### config.mk
export PLATFORM = sky130hd
export DESIGN_NAME = sram_rw0_port_ctrl
export DESIGN_NICKNAME = d
export VERILOG_FILES = /design/src/rtl/sram_ctrl_pkg.sv /design/src/rtl/sram_resp_fifo2.sv /design/src/rtl/sram_rw0_port_ctrl.sv
export SDC_FILE = /design/constraint.sdc
export NUM_CORES = 1
export LEC_CHECK = 0
export CAP_MARGIN = 20
export CELL_PAD_IN_SITES_DETAIL_PLACEMENT = 1
export CELL_PAD_IN_SITES_GLOBAL_PLACEMENT = 2
export CORE_ASPECT_RATIO = 0.9
export CORE_MARGIN = 1.5
export CORE_UTILIZATION = 28
export CTS_BUF_LIST = sky130_fd_sc_hd__clkbuf_8
export CTS_CLUSTER_SIZE = 16
export DETAILED_ROUTE_END_ITERATION = 7
export PLACE_DENSITY = 0.9
export SYNTH_ARGS = -nofsm -noshare
export SYNTH_HDL_FRONTEND = slang
export SYNTH_SLANG_ARGS = --single-unit
export TNS_END_PERCENT = 50
### constraint.sdc
create_clock -name clock -period 10.7 [get_ports clock]
set_input_delay 2.14 -clock clock [delete_from_list [all_inputs] [get_ports clock]]
set_output_delay 2.14 -clock clock [all_outputs]
set_load 0.02 [all_outputs]
### src/rtl/sram_ctrl_pkg.sv
// Shared types and default sizes for the RW0 SRAM port controller.
//   state_e : controller phase (INIT zero-fills the macro, RUN serves requests)
//   grant_e : which request type last won a contended port cycle
package sram_ctrl_pkg;

  localparam int DEF_ADDR_W = 8;
  localparam int DEF_DEPTH  = 256;
  localparam int DEF_DATA_W = 64;
  localparam int DEF_MASK_W = 8;

  typedef enum logic {
    INIT = 1'b0,
    RUN  = 1'b1
  } state_e;

  typedef enum logic {
    READ  = 1'b0,
    WRITE = 1'b1
  } grant_e;

endpackage

### src/rtl/sram_resp_fifo2.sv
// Two-entry response FIFO holding read data returned by the SRAM macro.
//   clock, reset_n      : clock and asynchronous active-low reset
//   push, push_data     : enqueue one word (ignored when full)
//   pop                 : dequeue the head word (ignored when empty)
//   count               : number of stored words, 0..2
//   head_data           : oldest stored word (undefined when empty)
module sram_resp_fifo2
  import sram_ctrl_pkg::*;
#(
  parameter int DATA_W = DEF_DATA_W
) (
  input  logic              clock,
  input  logic              reset_n,
  input  logic              push,
  input  logic [DATA_W-1:0] push_data,
  input  logic              pop,
  output logic [1:0]        count,
  output logic [DATA_W-1:0] head_data
);

  logic [DATA_W-1:0] mem_q [2];
  logic              wr_ptr_q;
  logic              rd_ptr_q;
  logic [1:0]        count_q;
  logic              do_push;
  logic              do_pop;

  assign do_push = push && (count_q != 2'd2);
  assign do_pop  = pop && (count_q != 2'd0);

  always_ff @(posedge clock or negedge reset_n) begin
    if (!reset_n) begin
      wr_ptr_q <= 1'b0;
      rd_ptr_q <= 1'b0;
      count_q  <= 2'd0;
    end else begin
      if (do_push) wr_ptr_q <= ~wr_ptr_q;
      if (do_pop)  rd_ptr_q <= ~rd_ptr_q;
      case ({do_push, do_pop})
        2'b10:   count_q <= count_q + 2'd1;
        2'b01:   count_q <= count_q - 2'd1;
        default: count_q <= count_q;
      endcase
    end
  end

  // Storage carries data only, so it is left out of reset.
  always_ff @(posedge clock) begin
    if (do_push) mem_q[wr_ptr_q] <= push_data;
  end

  assign count     = count_q;
  assign head_data = mem_q[rd_ptr_q];

endmodule

### src/rtl/sram_rw0_port_ctrl.sv
// Initiator-side controller for the RW0 port of a single-port byte-masked SRAM.
// After reset it zero-fills the whole array (the macro has no reset), then
// arbitrates a write channel and a read channel onto the single port. Read data
// returns one cycle after the read and is parked in a 2-entry FIFO; reads are
// only accepted when that FIFO is guaranteed to have room.
//   clock, reset_n                         : clock, async active-low reset
//   init_done                              : high once requests are accepted
//   w_valid/w_ready/w_addr/w_data/w_mask   : write request channel
//   r_valid/r_ready/r_addr                 : read request channel
//   resp_valid/resp_ready/resp_data        : read response channel
//   sram_en/wmode/addr/wmask/wdata/rdata   : RW0 port of the *_ext macro
module sram_rw0_port_ctrl
  import sram_ctrl_pkg::*;
#(
  parameter int ADDR_W        = DEF_ADDR_W,
  parameter int DEPTH         = DEF_DEPTH,
  parameter int DATA_W        = DEF_DATA_W,
  parameter int MASK_W        = DEF_MASK_W,
  parameter int INIT_ON_RESET = 1
) (
  input  logic              clock,
  input  logic              reset_n,
  output logic              init_done,
  input  logic              w_valid,
  output logic              w_ready,
  input  logic [ADDR_W-1:0] w_addr,
  input  logic [DATA_W-1:0] w_data,
  input  logic [MASK_W-1:0] w_mask,
  input  logic              r_valid,
  output logic              r_ready,
  input  logic [ADDR_W-1:0] r_addr,
  output logic              resp_valid,
  input  logic              resp_ready,
  output logic [DATA_W-1:0] resp_data,
  output logic              sram_en,
  output logic              sram_wmode,
  output logic [ADDR_W-1:0] sram_addr,
  output logic [MASK_W-1:0] sram_wmask,
  output logic [DATA_W-1:0] sram_wdata,
  input  logic [DATA_W-1:0] sram_rdata
);

  localparam state_e RST_STATE = (INIT_ON_RESET != 0) ? INIT : RUN;

  state_e            state_q, state_d;
  grant_e            last_grant_q, last_grant_d;
  logic [ADDR_W-1:0] init_cnt_q, init_cnt_d;
  logic              rd_vld_p1;
  logic [1:0]        fifo_count;
  logic [DATA_W-1:0] fifo_head;
  logic [2:0]        pending;
  logic              deq;
  logic              run;
  logic              rd_elig;
  logic              wr_elig;
  logic              grant_rd;
  logic              grant_wr;

  // Outputs are qualified with reset_n so they drop to 0 the moment reset asserts.
  assign run        = reset_n && (state_q == RUN);
  assign init_done  = run;
  assign resp_valid = (fifo_count != 2'd0);
  assign resp_data  = resp_valid ? fifo_head : '0;
  assign deq        = resp_valid && resp_ready;

  // A read may only launch if its data is sure to find a free FIFO slot when it
  // lands next cycle: stored + in-flight words, minus the one leaving now, < 2.
  assign pending = {1'b0, fifo_count} + {2'b00, rd_vld_p1};
  assign rd_elig = run && r_valid && (pending < (3'd2 + {2'b00, deq}));
  assign wr_elig = run && w_valid;

  always_comb begin
    grant_rd     = 1'b0;
    grant_wr     = 1'b0;
    last_grant_d = last_grant_q;
    if (rd_elig && wr_elig) begin
      if (last_grant_q == WRITE) begin
        grant_rd     = 1'b1;
        last_grant_d = READ;
      end else begin
        grant_wr     = 1'b1;
        last_grant_d = WRITE;
      end
    end else begin
      grant_rd = rd_elig;
      grant_wr = wr_elig;
    end
  end

  assign r_ready = grant_rd;
  assign w_ready = grant_wr;

  always_comb begin
    state_d    = state_q;
    init_cnt_d = init_cnt_q;
    sram_en    = 1'b0;
    sram_wmode = 1'b0;
    sram_addr  = '0;
    sram_wmask = '0;
    sram_wdata = '0;
    if (reset_n) begin
      case (state_q)
        INIT: begin
          sram_en    = 1'b1;
          sram_wmode = 1'b1;
          sram_addr  = init_cnt_q;
          sram_wmask = '1;
          init_cnt_d = init_cnt_q + ADDR_W'(1);
          if (init_cnt_q == ADDR_W'(DEPTH - 1)) state_d = RUN;
        end
        RUN: begin
          if (grant_wr) begin
            sram_en    = 1'b1;
            sram_wmode = 1'b1;
            sram_addr  = w_addr;
            sram_wmask = w_mask;
            sram_wdata = w_data;
          end else if (grant_rd) begin
            sram_en   = 1'b1;
            sram_addr = r_addr;
          end
        end
        default: ;
      endcase
    end
  end

  always_ff @(posedge clock or negedge reset_n) begin
    if (!reset_n) begin
      state_q      <= RST_STATE;
      init_cnt_q   <= '0;
      last_grant_q <= WRITE;
      rd_vld_p1    <= 1'b0;
    end else begin
      state_q      <= state_d;
      init_cnt_q   <= init_cnt_d;
      last_grant_q <= last_grant_d;
      // Stage p0 -> p1: read launched this cycle, macro data valid next cycle.
      rd_vld_p1    <= grant_rd;
    end
  end

  // Stage p1 -> FIFO: capture macro rdata in the single cycle it is valid.
  sram_resp_fifo2 #(
    .DATA_W(DATA_W)
  ) u_resp_fifo (
    .clock    (clock),
    .reset_n  (reset_n),
    .push     (rd_vld_p1),
    .push_data(sram_rdata),
    .pop      (deq),
    .count    (fifo_count),
    .head_data(fifo_head)
  );

endmodule

# Word-level counts from Yosys, hierarchy flattened
# Memories as Yosys holds them, arrays and structs flattened.
# Cells that the tools add are included.
# W data, S select, Z words.
[op_classes]
n_bitwise = 3
magnitude_cmp = 1
add_sub_neg = 5
mux = 27
n_eq_ne = 4
reduce_logical = 11
[op_table]
columns = ["cell", "n"]
rows = [
  ["$mux W64", 4],
  ["$mux W8", 5],
  ["$pmux W8 S2", 2],
  ["$mux W1", 13],
  ["$add A8 B1 Y8 const B", 1],
  ["$eq A8 B8 Y1 const B", 1],
  ["$logic_and A1 B1 Y1", 8],
  ["$pmux W1 S2", 2],
  ["$pmux W2 S2", 1],
  ["$reduce_bool A2 Y1", 2],
  ["$add A2 B1 Y3", 1],
  ["$add A2 B1 Y3 const A", 1],
  ["$lt A3 B3 Y1", 1],
  ["$not A1 Y1", 3],
  ["$add A2 B1 Y2 const B", 1],
  ["$eq A2 B1 Y1 const B", 1],
  ["$eq A2 B2 Y1 const B", 1],
  ["$ne A2 B2 Y1 const B", 1],
  ["$reduce_and A2 Y1", 1],
  ["$sub A2 B1 Y2 const B", 1],
]
[totals]
word_cells = 59
out_inout_bits = 150
ramBits = 128
reg_bits = 15
inputBits = 157
n_memories = 1
[memory_table]
columns = ["memory", "words", "word_bits", "rd", "rd_ports_with_merged_regs", "wr", "line", "source"]
rows = [
  ["u_resp_fifo.mem_q", 2, 64, 1, 0, 1, "sram_resp_fifo2.sv:21", "logic [DATA_W-1:0] mem_q [2];"],
]

# Longest topological paths before layout
# Gate-level depths: netlist (run 1).
[depth]
ltp_word = 11
mapped_depth = 7
mapped_depth_nobuf = 6

# Modules after synthesis
# Synthesis (run 1) repeated with hierarchy kept, for this count alone.
[hier_totals]
cells_unflattened = 439
hier_area_um2 = 6676.4
[by_module_without_submodules]
columns = ["module", "cells_per_inst", "n_inst", "seq_area_each_um2", "area_each_um2"]
rows = [
  ["sram_resp_fifo2", 216, 1, 3943.8, 5016.1],
  ["sram_rw0_port_ctrl", 223, 1, 276.5, 1660.3],
]

# Worst setup path after synthesis (run 1)
# OpenSTA, ideal clock, no wires.
[synth_path]
path_kind = "input to output"
from = "input port reset_n"
to = "output port sram_addr[0]"
required_ps = 8560
n_path_buf = 0
cell_stages = 4
arrival_time_ps = 3477
path_slack_ps = 5083
cell_sequence = "and2_1 -> o21ai_0 -> nor3_2 -> a221o_1"
[synth_between]
elab_chain_len = 9
word_cells_on_any_way = 11
classes_between = "6 x mux; 5 x reduce/logical"
[synth_rtl]
columns = ["item", "line", "source"]
rows = [
  ["start, declared", "sram_rw0_port_ctrl.sv:22", "input logic reset_n,"],
  ["$logic_and A1 B1 Y1 *", "sram_rw0_port_ctrl.sv:60", "assign run = reset_n && (state_q == RUN);"],
  ["$logic_and A1 B1 Y1 (2 in a row)", "sram_rw0_port_ctrl.sv:69", "assign rd_elig = run && r_valid && (pending < (3'd2 + {2'b00, deq}));"],
  ["$logic_and A1 B1 Y1", "sram_rw0_port_ctrl.sv:76", "if (rd_elig && wr_elig) begin"],
  ["$mux W1 *", "sram_rw0_port_ctrl.sv:76", ""],
  ["named net r_ready", "sram_rw0_port_ctrl.sv:30", "output logic r_ready,"],
  ["$mux W8 *", "sram_rw0_port_ctrl.sv:118", "end else if (grant_rd) begin"],
  ["$mux W8 *", "sram_rw0_port_ctrl.sv:112", "if (grant_wr) begin"],
  ["$pmux W8 S2 *", "sram_rw0_port_ctrl.sv:102", "case (state_q)"],
  ["$mux W8 *", "sram_rw0_port_ctrl.sv:101", "if (reset_n) begin"],
  ["end, declared", "sram_rw0_port_ctrl.sv:37", "output logic [ADDR_W-1:0] sram_addr,"],
]
# The timed path passes the listed nets; every way through them passes the cells marked *.

# Worst setup path after layout (run 1)
[layout_path]
from = "input port reset_n"
to = "output port sram_addr[5]"
[layout_between]
elab_chain_len = 9
word_cells_on_any_way = 11
classes_between = "6 x mux; 5 x reduce/logical"
[layout_rtl]
columns = ["item", "line"]
rows = [
  ["$logic_and A1 B1 Y1", "sram_rw0_port_ctrl.sv:60"],
  ["$logic_and A1 B1 Y1 (2 in a row)", "sram_rw0_port_ctrl.sv:69"],
  ["$logic_and A1 B1 Y1", "sram_rw0_port_ctrl.sv:76"],
  ["$mux W1", "sram_rw0_port_ctrl.sv:76"],
  ["$mux W8", "sram_rw0_port_ctrl.sv:118"],
  ["$mux W8", "sram_rw0_port_ctrl.sv:112"],
  ["$pmux W8 S2", "sram_rw0_port_ctrl.sv:102"],
  ["$mux W8 *", "sram_rw0_port_ctrl.sv:101"],
]
# Every way passes the cells marked *; elsewhere a longest branch is shown, timed or not.

==> results of run 1 <==
[layout by cell type (no fill, tap or decap), drive strengths merged, types with 2 or more instances in the layout]
cell,count
buf,6
nand4,4
edfxtp,128
clkinv,4
clkdlybuf4s50,306
nor3,2
a221o,8
dfrtp,14
o21ai,4
xor2,4
and2,73
xnor2,9
clkbuf,17
a21o,8
mux2i,64
ha,4
nand2,4
clkinvlp,2
inv,16
nor2,71
[worst max-delay path: stages]
cell and delay [ns]:
clkdlybuf4s50_1 0.98, and2_1 0.29, o21ai_0 0.13, nor3_2 0.75
a221o_1 0.28, clkdlybuf4s50_1 0.61
[state kept, by name, summed over array words and instances (netlist names)]
signal	flops
init_cnt_q	8
u_resp_fifo.rd_ptr_q	1
state_q	1
u_resp_fifo.count	2
u_resp_fifo.mem_q	128
u_resp_fifo.wr_ptr_q	1
last_grant_q	1
rd_vld_p1	1
[metal layers]
metal  up-vias  global-route usage, %  wire length, µm
met2       153                   26.3             9440
met5         -                      0                0
met1      2268                   21.1             8420
li1       2167                      -                -
met3        20                   5.19             1150
met4         0                   5.41              279
[stage by stage]
| step | hold WS (ns) | setup WS [ns] | cells | power, µW |
|---|---|---|---|---|
| 2_1_floorplan | 0.455 | 5.08 | 438 | 1220 |
| 3_3_place_gp | 0.495 | 3.18 | 1015 | 1670 |
| 3_5_place_dp | 0.489 | 3.32 | 1016 | 1680 |
| 4_1_cts | 0.506 | 3.31 | 1048 | 2090 |
| 5_1_grt | 0.536 | 3.11 | 1048 | 2160 |
| 6_report | 0.508 | 3.38 | 1048 | 2050 |
[power groups by stage]
stage	logic (µW)	registers [µW]	clock network, µW
floorplan	515	705	0
global placement	949	716	0
detailed placement	959	720	0
CTS	964	707	415
global route	1010	712	438
finish	943	706	398
[worst paths after layout]
| path | from | end | cells past startpoint |
|---|---|---|---|
| max | reset_n | sram_addr[5] | 6 |
| min | init_cnt_q[7] | init_cnt_q[7] | 1 |
| max reg2reg | u_resp_fifo.count[0] | u_resp_fifo.mem_q[0][8] | 3 |
| min reg2reg | init_cnt_q[7] | init_cnt_q[7] | 1 |
| max in group asynchronous | reset_n | u_resp_fifo.rd_ptr_q | 1 |
| min in group asynchronous | reset_n | u_resp_fifo.wr_ptr_q | 1 |
[cells by family (layout without fill, tap and decap cells)]
kind of cell,after synthesis,after routing,synth area share (%)
adder cells (fa/ha/maj),4,4,0.810
flip-flops,143,143,68.3
AO/OA/AOI/OAI,23,23,3.20
XOR/XNOR,13,13,1.84
multiplexers,65,65,10.6
buffers and inverters,32,351,2.27
AND/OR/NAND/NOR,158,158,13.0
[final cells by class]
| cell class | instances | share of cell area, % |
|---|---|---|
| repair buffers | 312 | 31.4 |
| multi-input cells | 263 | 18.5 |
| flip-flops and latches | 143 | 42.5 |
| clock buffers | 17 | 2.35 |
| well taps | 291 | 3.66 |
| inverters | 7 | 0.264 |
| clock inverters | 15 | 1.31 |
==> results.toml, run 1 <==
[global_route]
antenna_found_initial = 0
grt_usage_pct = 16.4
grt_pass1_vias = 4761
grt_pass1_wl_um = 28200
grt_start_max_net_pins = 65
grt_overflow = 0

[placement]
place_congestion = 0.766
postPlaceCellArea_um2 = 9580
portBuffers = 306
dp_hpwl_um = 14000

[yosys]
yosys_warnings = 0
ys_ff_latch = 143
synth-seq-area-share_pct = 68.3
ys_types = 31
yosys.area.top_type = "edfxtp_1"
synthesis.nets = 599
synth.avg_cell_area_um2 = 14.1
synth.area.top_cells = "edfxtp_1, mux2i_1, and2_1, dfrtp_1, nor2_1"
synthTopCellsByCount = "edfxtp_1, and2_1, nor2_1"
synth_edf_count = 128
synth_cells = 438
syn_area_um2 = 6180
async_reset_ff_share_pct = 10.5
yosysMostFrequentCell = "edfxtp_1"
ys.flop_type = "edfxtp_1"
synth.top_cell.area_share_pct = 62.2

[sta]
min_period_ns = 7.32
hold_viol_final = 0
worstMarginPinSlew_ns = 1.04
fin_crit_sh_pct = 68.4
clock_skew_ns = 0.00739
slew_violations = 0
slew_headroom_pct = 30.5
fin_tns_setup_ns = 0
final-setup-viol-count = 0
max_freq_ghz = 0.137
rsz0062_at_grt = "false"

[final_layout]
multiInputGateArea_um2 = 1840
layout.nets = 905
regArea_um2 = 4220
fin_area_um2 = 9940
antenna_cells = 0
n_fill_cell = 2224
syn_to_final_growth_pct = 60.9
drive_above_1_share_pct = 6.34
utilization_pct = 45.9

[floorplan]
die_w_um = 160
num_rows = 51
start_util_pct = 28.6
coreArea_um2 = 21600
top_level_ports = 307
die_height_um = 144
dieArea_um2 = 23000

[power]
seqPwrFrac_pct = 34.5
swShare_pct = 37.2
clock_power_share_pct = 19.4
p_int_uw = 1280
switching_power_uw = 762
cellPowerDensity_nw_per_um2 = 206
power_leakage_uw = 0.00373
p_comb_share_pct = 46.1
ir_worst_vdd_mv = 0.0853

[drt]
post_drt_wl_per_cell_um = 18.4
dr.pass1.iters = 6
remaining_drc_errors = 0
drt_iter0_drc = 239
finalWirelength_um = 19300
ant_nets = 0
vias_per_cell = 4.40
dr_total_vias = 4608

[cts]
clk_pin_slew_worst_paths_ns = 0.08
cts_tree = "built"
cts_root_buf = "clkbuf_8"
insertion_delay_ns = 0.44
cts_num_sinks = 143
htree_num_levels = 4
cts_hold_buf = 0
numCtsBuffers = 17
clk_path_buf_depth = 2
post_cts_buffers = 0
cts_resized = 0

[setup_path]
cp.arrival_ns = 5.18
worstPathMaxFanout = 19
critPathCaptureType = "primary output"
path_class = "primary input to primary output"
required_ns = 8.56
r2r_slack_ns = 8.43
worst_setup_path_start_kind = "primary input"

[worst_hold_path]
hold_class = "flip-flop to flip-flop"

[flow_run]
maxCapViolCount = 0

[run_status]
status = "completed"
Power figures use the tool's default switching activity.
==> run 2: changes to the inputs <==
--- a/config.mk
+++ b/config.mk
@@ -10,11 +10,11 @@
 export CELL_PAD_IN_SITES_GLOBAL_PLACEMENT = 2
 export CORE_ASPECT_RATIO = 0.9
 export CORE_MARGIN = 1.5
-export CORE_UTILIZATION = 28
+export CORE_UTILIZATION = 23
 export CTS_BUF_LIST = sky130_fd_sc_hd__clkbuf_8
 export CTS_CLUSTER_SIZE = 16
 export DETAILED_ROUTE_END_ITERATION = 7
-export PLACE_DENSITY = 0.9
+export PLACE_DENSITY = 0.79
 export SYNTH_ARGS = -nofsm -noshare
 export SYNTH_HDL_FRONTEND = slang
 export SYNTH_SLANG_ARGS = --single-unit
==> constraint.sdc (replaced) <==
create_clock -name clock -period 6.05 [get_ports clock]
set_input_delay 1.21 -clock clock [delete_from_list [all_inputs] [get_ports clock]]
set_output_delay 1.21 -clock clock [all_outputs]
set_load 0.02 [all_outputs]
==> results.toml, run 2 (synthesis results as in run 1) <==
[placement]
dp_hpwl_um = 14600
dp_cells = 1074
place_congestion = 0.769
post-place-ws_ns = 0.966
portBuffers = 306

[sta]
slew_headroom_pct = 34.9
fin_tns_setup_ns = 0
fin_crit_sh_pct = 83.8
slew_violations = 0
max_freq_ghz = 0.197
whs_ns = 0.492
rsz0062_at_grt = "false"
setup_slack_ns = 0.981
clock_skew_ns = 0.0116
worstMarginPinSlew_ns = 0.966
min_period_ns = 5.07
final-setup-viol-count = 0
hold_viol_final = 0

[setup_path]
critPathCaptureType = "primary output"
r2r_cells = 4
required_ns = 4.84
r2r-start = "u_resp_fifo.count[1]"
reg2reg_to = "u_resp_fifo.mem_q[0][61]"
cp.arrival_ns = 3.86
r2r_slack_ns = 3.54
path_class = "primary input to primary output"
worstPathMaxFanout = 52
worst_setup_path_start_kind = "primary input"

[final_layout]
syn_to_final_growth_pct = 62.4
largest_register_ffs = 128
drive_above_1_share_pct = 6.20
n_fill_cell = 2823
mostFrequentLayoutCells = "clkdlybuf4s50_1, edfxtp_1, and2_1"
regMostFlops = "u_resp_fifo.mem_q"
antenna_cells = 0
layout.nets = 906
final_common_cell = "clkdlybuf4s50_1"
fin_cells = 1106

[flow_run]
maxCapViolCount = 0

[drt]
ant_nets = 0
vias_per_cell = 4.15
finalWirelength_um = 19700
post_drt_wl_per_cell_um = 17.8
remaining_drc_errors = 0
drt_iter0_drc = 195
dr.pass1.iters = 5
dr_total_vias = 4588

[global_route]
grt_start_max_net_pins = 53
gr-max-usage-layer = "met2"
grt_pass1_vias = 4858
antenna_found_initial = 0
met2_usage_pct = 23.4
grt_usage_pct = 13.7
grt_pass1_wl_um = 28400
grt_overflow = 0
grt.met3_usage_pct = 4.66
met1_usage_pct = 16.1

[power]
total_power_uw = 3680
power_leakage_uw = 0.00375
ir_worst_vdd_mv = 0.162
cellPowerDensity_nw_per_um2 = 366

[cts]
cts_tree = "built"
insertion_delay_ns = 0.43
clk_path_buf_depth = 2
cts_num_sinks = 143
clk_pin_slew_worst_paths_ns = 0.08
post_cts_buffers = 0
cts_hold_buf = 0
cts_root_buf = "clkbuf_8"
htree_num_levels = 4
numCtsBuffers = 17
cts_resized = 0

[worst_hold_path]
worstHoldPathCells = 1
hold_class = "flip-flop to flip-flop"
whs_endpoint = "init_cnt_q[7]"
min_from = "init_cnt_q[7]"

[floorplan]
die_height_um = 158
coreArea_um2 = 26200
num_rows = 56
dieArea_um2 = 27900
start_util_pct = 23.6
top_level_ports = 307
die_w_um = 176

[run_status]
status = "completed"
run 2: cell count changes in the layout (fill, tap and decap cells not counted), moves of 2 or more:
cell,before,now
inv_6,7,5
bufinv_16,0,2
buf_4,5,7
clkinv_1,0,3
run 2: cell type report:
type                       count  area [µm²]  share of cell area, %
clock buffer                  17         234                   2.33
clock inverter                15         156                   1.56
inverter                       7        26.3                  0.262
multi-input combinational    263        1840                   18.3
sequential                   143        4220                   42.1
tap                          348         435                   4.34
timing repair buffer         313        3120                   31.1
run 2: worst max-delay path, cell delays in order:
cell and delay (ns):
clkdlybuf4s50_1 0.48, o21ai_2 0.08, o21a_4 0.22, o311a_2 0.56
buf_4 0.34, a221o_1 0.40, clkdlybuf4s50_1 0.55
run 2: how the worst max path moves through the flow:
stage | cells past startpoint | slack, ns | to | startpoint
5_1_grt | 7 | 0.86 | sram_addr[2] | resp_ready
2_1_floorplan | 3 | 2.18 | u_resp_fifo.mem_q[0][0] | u_resp_fifo.count[1]
4_1_cts | 7 | 0.96 | sram_addr[5] | resp_ready
3_3_place_gp | 7 | 0.99 | sram_addr[5] | resp_ready
3_5_place_dp | 7 | 0.97 | sram_addr[5] | resp_ready
6_report | 7 | 0.98 | sram_addr[5] | resp_ready
run 2: stage by stage:
step | util [%] | area (µm²)
detailed placement | 36.8 | 9640
floorplan | - | 6180
finish | 38.3 | 10000
global route | 38.3 | 10000
CTS | 38.3 | 10000
global placement | 36.8 | 9640
run 2: power breakdown:
group	internal [µW]	total, µW	switching (µW)
registers	1190	1320	128
clock network	372	758	386
logic	778	1600	822
run 2: metal layers:
layer  up-vias  wire [µm]
li1       2167          -
met1      2239       8210
met2       168       9950
met3        14       1320
met4         0        224
met5         -          0
